`src/rtl/regwrite_trace_fifo_if.sv`:
```
// Bundles the register-file write port seen by the trace FIFO together with
// the valid/ready drain port that carries trace entries to the consumer.
// master: processor/consumer side; slave: the trace FIFO.
interface regwrite_trace_fifo_if #(
  parameter int CYC_W = 16
);
  // Register-file write port from the processor writeback stage
  logic             in_we;
  logic [4:0]       in_rd;
  logic [31:0]      in_data;

  // Drain port toward the checker/logger
  logic             out_valid;
  logic             out_ready;
  logic [CYC_W-1:0] out_cycle;
  logic [4:0]       out_rd;
  logic [31:0]      out_data;

  modport master (
    output in_we, in_rd, in_data, out_ready,
    input  out_valid, out_cycle, out_rd, out_data
  );

  modport slave (
    input  in_we, in_rd, in_data, out_ready,
    output out_valid, out_cycle, out_rd, out_data
  );
endinterface

```
`src/rtl/regwrite_trace_fifo.sv`:
```
// Register-write trace FIFO: snoops the regfile write port and buffers every
// architectural register write (r0 excluded) as a {timestamp, rd, data} entry
// that drains through a valid/ready port. Writes arriving while the FIFO has
// no space are dropped and counted.
//
// Optional feature macro: REGWRITE_TRACE_TIMESTAMP_EN
//   defined   -> free-running cycle counter is present and each entry carries
//                the counter value sampled at capture.
//   undefined -> counter and its storage are removed; out_cycle reads 0.
module regwrite_trace_fifo #(
  parameter int DEPTH  = 16,
  parameter int CYC_W  = 16,
  parameter int DROP_W = 16
) (
  input  logic                     clock,
  input  logic                     reset,
  input  logic                     capture_en,
  regwrite_trace_fifo_if.slave     bus,
  output logic [$clog2(DEPTH):0]   count,
  output logic                     overflow,
  output logic [DROP_W-1:0]        drop_count
);

  localparam int                 PTR_W    = $clog2(DEPTH);
  localparam int                 CNT_W    = PTR_W + 1;
  localparam logic [CNT_W-1:0]   FULL_CNT = CNT_W'(DEPTH);
  localparam logic [DROP_W-1:0]  DROP_MAX = {DROP_W{1'b1}};

  // Entry storage, one array per field so unused fields vanish cleanly
  logic [4:0]       mem_rd   [DEPTH];
  logic [31:0]      mem_data [DEPTH];
`ifdef REGWRITE_TRACE_TIMESTAMP_EN
  logic [CYC_W-1:0] mem_cycle [DEPTH];
  logic [CYC_W-1:0] cycle_cnt;
`endif

  // Pointers are PTR_W bits wide and wrap naturally (DEPTH is a power of two)
  logic [PTR_W-1:0] wr_ptr;
  logic [PTR_W-1:0] rd_ptr;

  logic cap;
  logic empty;
  logic full;
  logic pop;
  logic push;
  logic drop;

  // Decode capture qualifier and push/pop/drop for this cycle
  // NOTE: every signal assigned in always_comb gets a default first so that
  // no path leaves it unassigned, which would otherwise infer a latch.
  always_comb begin
    cap   = 1'b0;
    empty = 1'b0;
    full  = 1'b0;
    pop   = 1'b0;
    push  = 1'b0;
    drop  = 1'b0;

    cap   = capture_en & bus.in_we & (bus.in_rd != 5'd0);
    empty = (count == '0);
    full  = (count == FULL_CNT);
    // Pop needs a visible head entry; a same-cycle push into an empty FIFO
    // therefore never pops, so there is no fall-through.
    pop   = ~empty & bus.out_ready;
    // A full FIFO still has space when the head leaves in the same cycle.
    push  = cap & (~full | pop);
    drop  = cap & full & ~pop;
  end

  // Pointer and occupancy bookkeeping
  // NOTE: sequential state uses non-blocking assignments so every register
  // samples the pre-edge values of the others, independent of block order.
  always_ff @(posedge clock) begin
    if (!reset) begin
      wr_ptr <= '0;
      rd_ptr <= '0;
      count  <= '0;
    end else begin
      if (push) wr_ptr <= wr_ptr + 1'b1;
      if (pop)  rd_ptr <= rd_ptr + 1'b1;
      case ({push, pop})
        2'b10:   count <= count + 1'b1;
        2'b01:   count <= count - 1'b1;
        default: count <= count;
      endcase
    end
  end

  // Write the captured entry into storage at the write pointer
  // NOTE: the storage arrays are deliberately not reset; the pointers and
  // count define which slots are live, so stale contents are never exposed.
  always_ff @(posedge clock) begin
    if (push) begin
      mem_rd[wr_ptr]    <= bus.in_rd;
      mem_data[wr_ptr]  <= bus.in_data;
`ifdef REGWRITE_TRACE_TIMESTAMP_EN
      mem_cycle[wr_ptr] <= cycle_cnt;
`endif
    end
  end

  // Sticky overflow flag and saturating drop counter
  always_ff @(posedge clock) begin
    if (!reset) begin
      overflow   <= 1'b0;
      drop_count <= '0;
    end else if (drop) begin
      overflow <= 1'b1;
      if (drop_count != DROP_MAX) drop_count <= drop_count + 1'b1;
    end
  end

`ifdef REGWRITE_TRACE_TIMESTAMP_EN
  // Free-running timestamp: 0 in the first cycle after reset, wraps at 2^CYC_W
  always_ff @(posedge clock) begin
    if (!reset) cycle_cnt <= '0;
    else        cycle_cnt <= cycle_cnt + 1'b1;
  end

  assign bus.out_cycle = mem_cycle[rd_ptr];
`else
  assign bus.out_cycle = {CYC_W{1'b0}};
`endif

  // Head entry is read straight from storage, so it holds while stalled
  assign bus.out_valid = ~empty;
  assign bus.out_rd    = mem_rd[rd_ptr];
  assign bus.out_data  = mem_data[rd_ptr];

endmodule

```
`src/flat_wrapper.sv`:
```
// flat-port wrapper written by rule: the top's interface ports become plain ports
module regwrite_trace_fifo_flat 
#(
  parameter int DEPTH  = 16,
  parameter int CYC_W  = 16,
  parameter int DROP_W = 16
)
  (clock, reset, capture_en, count, overflow, drop_count, bus_in_we, bus_in_rd, bus_in_data, bus_out_ready, bus_out_valid, bus_out_cycle, bus_out_rd, bus_out_data);
  regwrite_trace_fifo_if #(.CYC_W(CYC_W)) bus_i ();
  input  logic clock;
  input  logic reset;
  input  logic capture_en;
  output logic [$clog2(DEPTH):0] count;
  output logic overflow;
  output logic [DROP_W-1:0] drop_count;
  input wire logic [$bits(bus_i.in_we)-1:0] bus_in_we;
  input wire logic [$bits(bus_i.in_rd)-1:0] bus_in_rd;
  input wire logic [$bits(bus_i.in_data)-1:0] bus_in_data;
  input wire logic [$bits(bus_i.out_ready)-1:0] bus_out_ready;
  output wire logic [$bits(bus_i.out_valid)-1:0] bus_out_valid;
  output wire logic [$bits(bus_i.out_cycle)-1:0] bus_out_cycle;
  output wire logic [$bits(bus_i.out_rd)-1:0] bus_out_rd;
  output wire logic [$bits(bus_i.out_data)-1:0] bus_out_data;
  assign bus_i.in_we = bus_in_we;
  assign bus_i.in_rd = bus_in_rd;
  assign bus_i.in_data = bus_in_data;
  assign bus_i.out_ready = bus_out_ready;
  assign bus_out_valid = bus_i.out_valid;
  assign bus_out_cycle = bus_i.out_cycle;
  assign bus_out_rd = bus_i.out_rd;
  assign bus_out_data = bus_i.out_data;
  regwrite_trace_fifo #(.DEPTH(DEPTH), .CYC_W(CYC_W), .DROP_W(DROP_W)) u_core (.clock(clock), .reset(reset), .capture_en(capture_en), .bus(bus_i), .count(count), .overflow(overflow), .drop_count(drop_count));
endmodule
```
`config.mk`:
```
export PLATFORM = sky130hd
export DESIGN_NAME = regwrite_trace_fifo_flat
export DESIGN_NICKNAME = d
export VERILOG_FILES = /design/src/rtl/regwrite_trace_fifo_if.sv /design/src/rtl/regwrite_trace_fifo.sv /design/src/flat_wrapper.sv
export SDC_FILE = /design/constraint.sdc
export NUM_CORES = 1
export LEC_CHECK = 0
export BUFFER_PORTS_ARGS = -buffer_cell sky130_fd_sc_hd__buf_2
export CELL_PAD_IN_SITES_DETAIL_PLACEMENT = 1
export CELL_PAD_IN_SITES_GLOBAL_PLACEMENT = 1
export CORE_MARGIN = 5
export CORE_UTILIZATION = 45
export CTS_CLUSTER_SIZE = 14
export DETAILED_ROUTE_END_ITERATION = 6
export PLACE_DENSITY_LB_ADDON = 0.1
export SLEW_MARGIN = 20
export SYNTH_ARGS = -nofsm -noshare
export SYNTH_HDL_FRONTEND = slang
export SYNTH_SLANG_ARGS = --single-unit
```
`constraint.sdc`:
```
create_clock -name clock -period 7.8 [get_ports clock]
set_input_delay 1.17 -clock clock [delete_from_list [all_inputs] [get_ports clock]]
set_output_delay 1.17 -clock clock [all_outputs]
set_load 0.02 [all_outputs]
```
==> impl_metrics.sql <==
INSERT INTO impl_metrics (metric_group, metric, value, unit) VALUES
('route', 'first_iter_violations', '844', ''),
('placed_design', 'globalplace.congestion', '0.683', ''),
('clocking', 'clock_h_tree_levels', '3', ''),
('sta', 'period_share', '0.612', ''),
('route', 'topRoutingLayerUsed', 'met5', ''),
('sta', 'finalHoldViolations', '0', ''),
('floorplanning', 'rows', '84', ''),
('worst_hold_path', 'hold_path.class', 'reg -> reg', ''),
('synth', 'synth_largest_area_cell', 'sky130_fd_sc_hd__edfxtp_1', ''),
('critical_path', 'reg2reg_depth', '6', ''),
('clocking', 'buffer_type_at_the_clock_tree_root', 'sky130_fd_sc_hd__clkbuf_16', ''),
('route', 'vias_per_cell', '5.77', ''),
('sta', 'worst_slew_pin_slew', '1.05', 'ns'),
('floorplanning', 'die_h', '241', 'um'),
('power_and_ir_drop', 'power_leakage', '8.56', 'nW'),
('cells_and_area', 'layout-drive-gt1-share', '0.341', ''),
('critical_path', 'crit_path_frequent_cell', 'sky130_fd_sc_hd__mux4_2', ''),
('global_routing', 'grt_max_degree', '90', ''),
('flow_run', 'timing.max_cap.violations', '0', ''),
('critical_path', 'cp_max_fo', '39', ''),
('cells_and_area', 'regArea', '18500', 'sq um'),
('placed_design', 'detailedPlace.worstSlack', '3.33', 'ns'),
('power_and_ir_drop', 'power_density', '293', 'nW/um^2'),
('outcome', 'outcome', 'complete, no violations', ''),
('sta', 'setup_repair_after_global_routing_missed_its_margin', 'false', ''),
('power_and_ir_drop', 'ir_worst_vdd', '0.162', 'mV'),
('worst_hold_path', 'hold_path_end', 'u_core.drop_count[6]$_SDFFE_PN0P_', ''),
('synth', 'yosysSeqAreaShare', '0.768', ''),
('clocking', 'clock_path_buffers', '3', ''),
('synth', 'post_synth_instance_area', '24000', 'sq um'),
('global_routing', 'grt_overall_usage', '0.193', ''),
('synth', 'ys_warn_count', '0', ''),
('cells_and_area', 'finish.cell_count_without_fillers', '1925', ''),
('critical_path', 'regToRegEndpoint', 'u_core.mem_rd[9][4]$_DFFE_PP_', ''),
('power_and_ir_drop', 'power_frac_comb', '0.147', ''),
('floorplanning', 'die_w', '241', 'um'),
('critical_path', 'timing.critical_path.arrival', '3.60', 'ns'),
('floorplanning', 'io_pins', '118', ''),
('clocking', 'clock_tree_from_tritoncts', 'built', ''),
('sta', 'final.setup.tns', '0', 'ns'),
('power_and_ir_drop', 'part_of_the_total_power_dissipated_in_sequential_elements', '0.476', ''),
('clocking', 'numClockSinks', '626', ''),
('critical_path', 'rr_startpoint', 'u_core.count[0]$_SDFFE_PN0P_', ''),
('clocking', 'clock_insertion_delay_worst_skew', '0.60', 'ns'),
('cells_and_area', 'area_growth_syn_to_layout', '14.3', '%'),
('global_routing', 'grt.overflow.total', '0', ''),
('sta', 'timing.final.ws_setup', '3.03', 'ns'),
('synth', 'postSynthRegisterBits', '626', ''),
('global_routing', 'antenna_violations_before_repair', '3', ''),
('critical_path', 'worst_setup_path_start_kind', 'flip-flop', ''),
('clocking', 'number_of_buffers_created_by_cts', '67', ''),
('synth', 'synth.top_cell.area_share', '0.740', ''),
('cells_and_area', 'n_fill_cell', '4600', ''),
('route', 'detail_route.wirelength.met1', '24.0', 'mm'),
('sta', 'timing_max_transition_violations_final', '0', ''),
('worst_hold_path', 'timing.hold.worst_path_depth', '2', ''),
('floorplanning', 'starting_utilization_of_the_core_area', '0.455', ''),
('placed_design', 'post-dp-hpwl', '27.9', 'mm'),
('global_routing', 'global_route_wire_length_before_repair', '81.3', 'mm'),
('clocking', 'cts_hold_buf', '0', ''),
('route', 'routed_wire_length_per_instance', '28.5', 'um'),
('clocking', 'post_cts.repair.setup_buffers', '0', ''),
('cells_and_area', 'finalNetCount', '1238', ''),
('placed_design', 'post-place-cells', '1805', ''),
('sta', 'finClkSkew', '0.0166', 'ns'),
('route', 'ant_nets', '0', ''),
('cells_and_area', 'multi_input_area', '5310', 'sq um'),
('critical_path', 'worst_path_largest_cell_delay', '0.93', 'ns'),
('power_and_ir_drop', 'p_sw_frac', '0.241', ''),
('route', 'met3RoutedLength', '2.58', 'mm'),
('power_and_ir_drop', 'power.switching', '1.94', 'mW');
[how the worst max path moves through the flow]
stage	cells after the start	slack, ns	endpoint
finish	4	3.03	bus_out_data[10]
global placement	11	3.41	u_core.count[4]$_SDFFE_PN0P_
floorplan	5	1.70	u_core.mem_data[0][0]$_DFFE_PP_
global route	4	2.75	bus_out_data[10]
CTS	4	2.83	bus_out_data[10]
detailed placement	7	3.33	u_core.mem_data[6][30]$_DFFE_PP_
[layer usage]
layer	vias to the layer above	GRT usage
li1	4682	-
met1	6065	0.273
met2	280	0.314
met3	71	0.0414
met4	4	0.0441
met5	-	0
[power by group through the flow]
stage / logic [mW] / registers, mW / clock network, mW
6_report: 1.18 / 3.83 / 3.04
5_1_grt: 1.27 / 3.84 / 3.28
2_1_floorplan: 0.923 / 3.83 / 0
3_3_place_gp: 1.20 / 3.90 / 0
4_1_cts: 1.21 / 3.83 / 3.13
3_5_place_dp: 1.21 / 3.90 / 0
[cell usage in the layout, fill, tap and decap left out, types with 2 or more instances in the layout]
| cell | instances |
|---|---|
| sky130_fd_sc_hd__edfxtp_1 | 592 |
| sky130_fd_sc_hd__mux4_2 | 185 |
| sky130_fd_sc_hd__buf_2 | 101 |
| sky130_fd_sc_hd__clkbuf_16 | 69 |
| sky130_fd_sc_hd__dfxtp_1 | 30 |
| sky130_fd_sc_hd__buf_4 | 19 |
| sky130_fd_sc_hd__nor2_1 | 18 |
| sky130_fd_sc_hd__clkbuf_1 | 18 |
| sky130_fd_sc_hd__conb_1 | 16 |
| sky130_fd_sc_hd__inv_1 | 14 |
| sky130_fd_sc_hd__a21oi_1 | 14 |
| sky130_fd_sc_hd__nand2_1 | 12 |
| sky130_fd_sc_hd__o21ai_0 | 11 |
| sky130_fd_sc_hd__clkinv_2 | 11 |
| sky130_fd_sc_hd__clkinv_1 | 11 |
| sky130_fd_sc_hd__nand4_1 | 10 |
| sky130_fd_sc_hd__ha_1 | 9 |
| sky130_fd_sc_hd__and2_2 | 8 |
| sky130_fd_sc_hd__or3_1 | 8 |
| sky130_fd_sc_hd__xnor2_1 | 7 |
| sky130_fd_sc_hd__nand3_1 | 6 |
| sky130_fd_sc_hd__xor2_1 | 6 |
| sky130_fd_sc_hd__or4_1 | 5 |
| sky130_fd_sc_hd__nor2_4 | 4 |
| sky130_fd_sc_hd__nor4_2 | 4 |
| sky130_fd_sc_hd__mux2i_1 | 4 |
| sky130_fd_sc_hd__clkbuf_8 | 4 |
| sky130_fd_sc_hd__bufinv_16 | 4 |
| sky130_fd_sc_hd__nor3_1 | 3 |
| sky130_fd_sc_hd__dfxtp_4 | 3 |
| sky130_fd_sc_hd__nor3b_1 | 2 |
| sky130_fd_sc_hd__a2111oi_0 | 2 |
| sky130_fd_sc_hd__o31ai_1 | 2 |
| sky130_fd_sc_hd__nor2b_1 | 2 |
| sky130_fd_sc_hd__a211oi_1 | 2 |
| sky130_fd_sc_hd__inv_6 | 2 |
| sky130_fd_sc_hd__buf_12 | 2 |
[worst max-delay path, delay by kind of cell, from the launching register on]
family | cells | cell delay (ns)
mux | 2 | 1.11
flops | 1 | 0.93
buf+inv | 2 | 0.89
[cell usage after synthesis, drive strengths merged]
cell,count
or3b,1
nor3b,3
and3,1
fa,1
a21o,1
clkbuf,29
ha,9
nor2b,2
o21ai,11
nor2,22
nand3,6
o31ai,2
or3,8
nor3,3
dfxtp,34
xor2,6
nand4,10
conb,1
inv,14
xnor2,7
buf,37
a211oi,2
edfxtp,592
nor4,5
or4,5
o211ai,2
o211a,1
o21a,1
mux4,185
mux2i,5
and4,1
nand2,12
nand2b,1
a2111oi,2
and2,8
a21oi,14
a31oi,1
or2,1
[state kept, by name, summed over array words and instances (netlist names), named ones only]
register           flops
u_core.count           5
u_core.drop_count     16
u_core.mem_data      512
u_core.mem_rd         80
u_core.overflow        1
u_core.rd_ptr          4
u_core.wr_ptr          4
[kinds of logic after synthesis]
logic type	count (synthesis)	synth area share
compound gates	37	0.00969
xor+xnor	13	0.00474
fa+ha+maj	10	0.00552
buf+inv	80	0.0159
flops	626	0.768
mux	190	0.176
other cells	1	0.000156
simple gates	89	0.0203
[area by class of cell]
cell class | count | area share
multi-input combinational | 355 | 0.193
clock buffer | 91 | 0.0673
timing repair buffer | 122 | 0.0251
inverter | 14 | 0.00191
tap | 688 | 0.0313
clock inverter | 28 | 0.00852
sequential | 626 | 0.672
antenna | 1 | 0.0000911
[per-stage QoR]
| stage | instance area (sq um) | utilization |
|---|---|---|
| floorplan | 24100 | - |
| global placement | 25400 | 0.481 |
| detailed placement | 25400 | 0.481 |
| CTS | 27500 | 0.521 |
| global route | 27500 | 0.521 |
| finish | 27500 | 0.521 |
(Power assumes the default switching activity.)
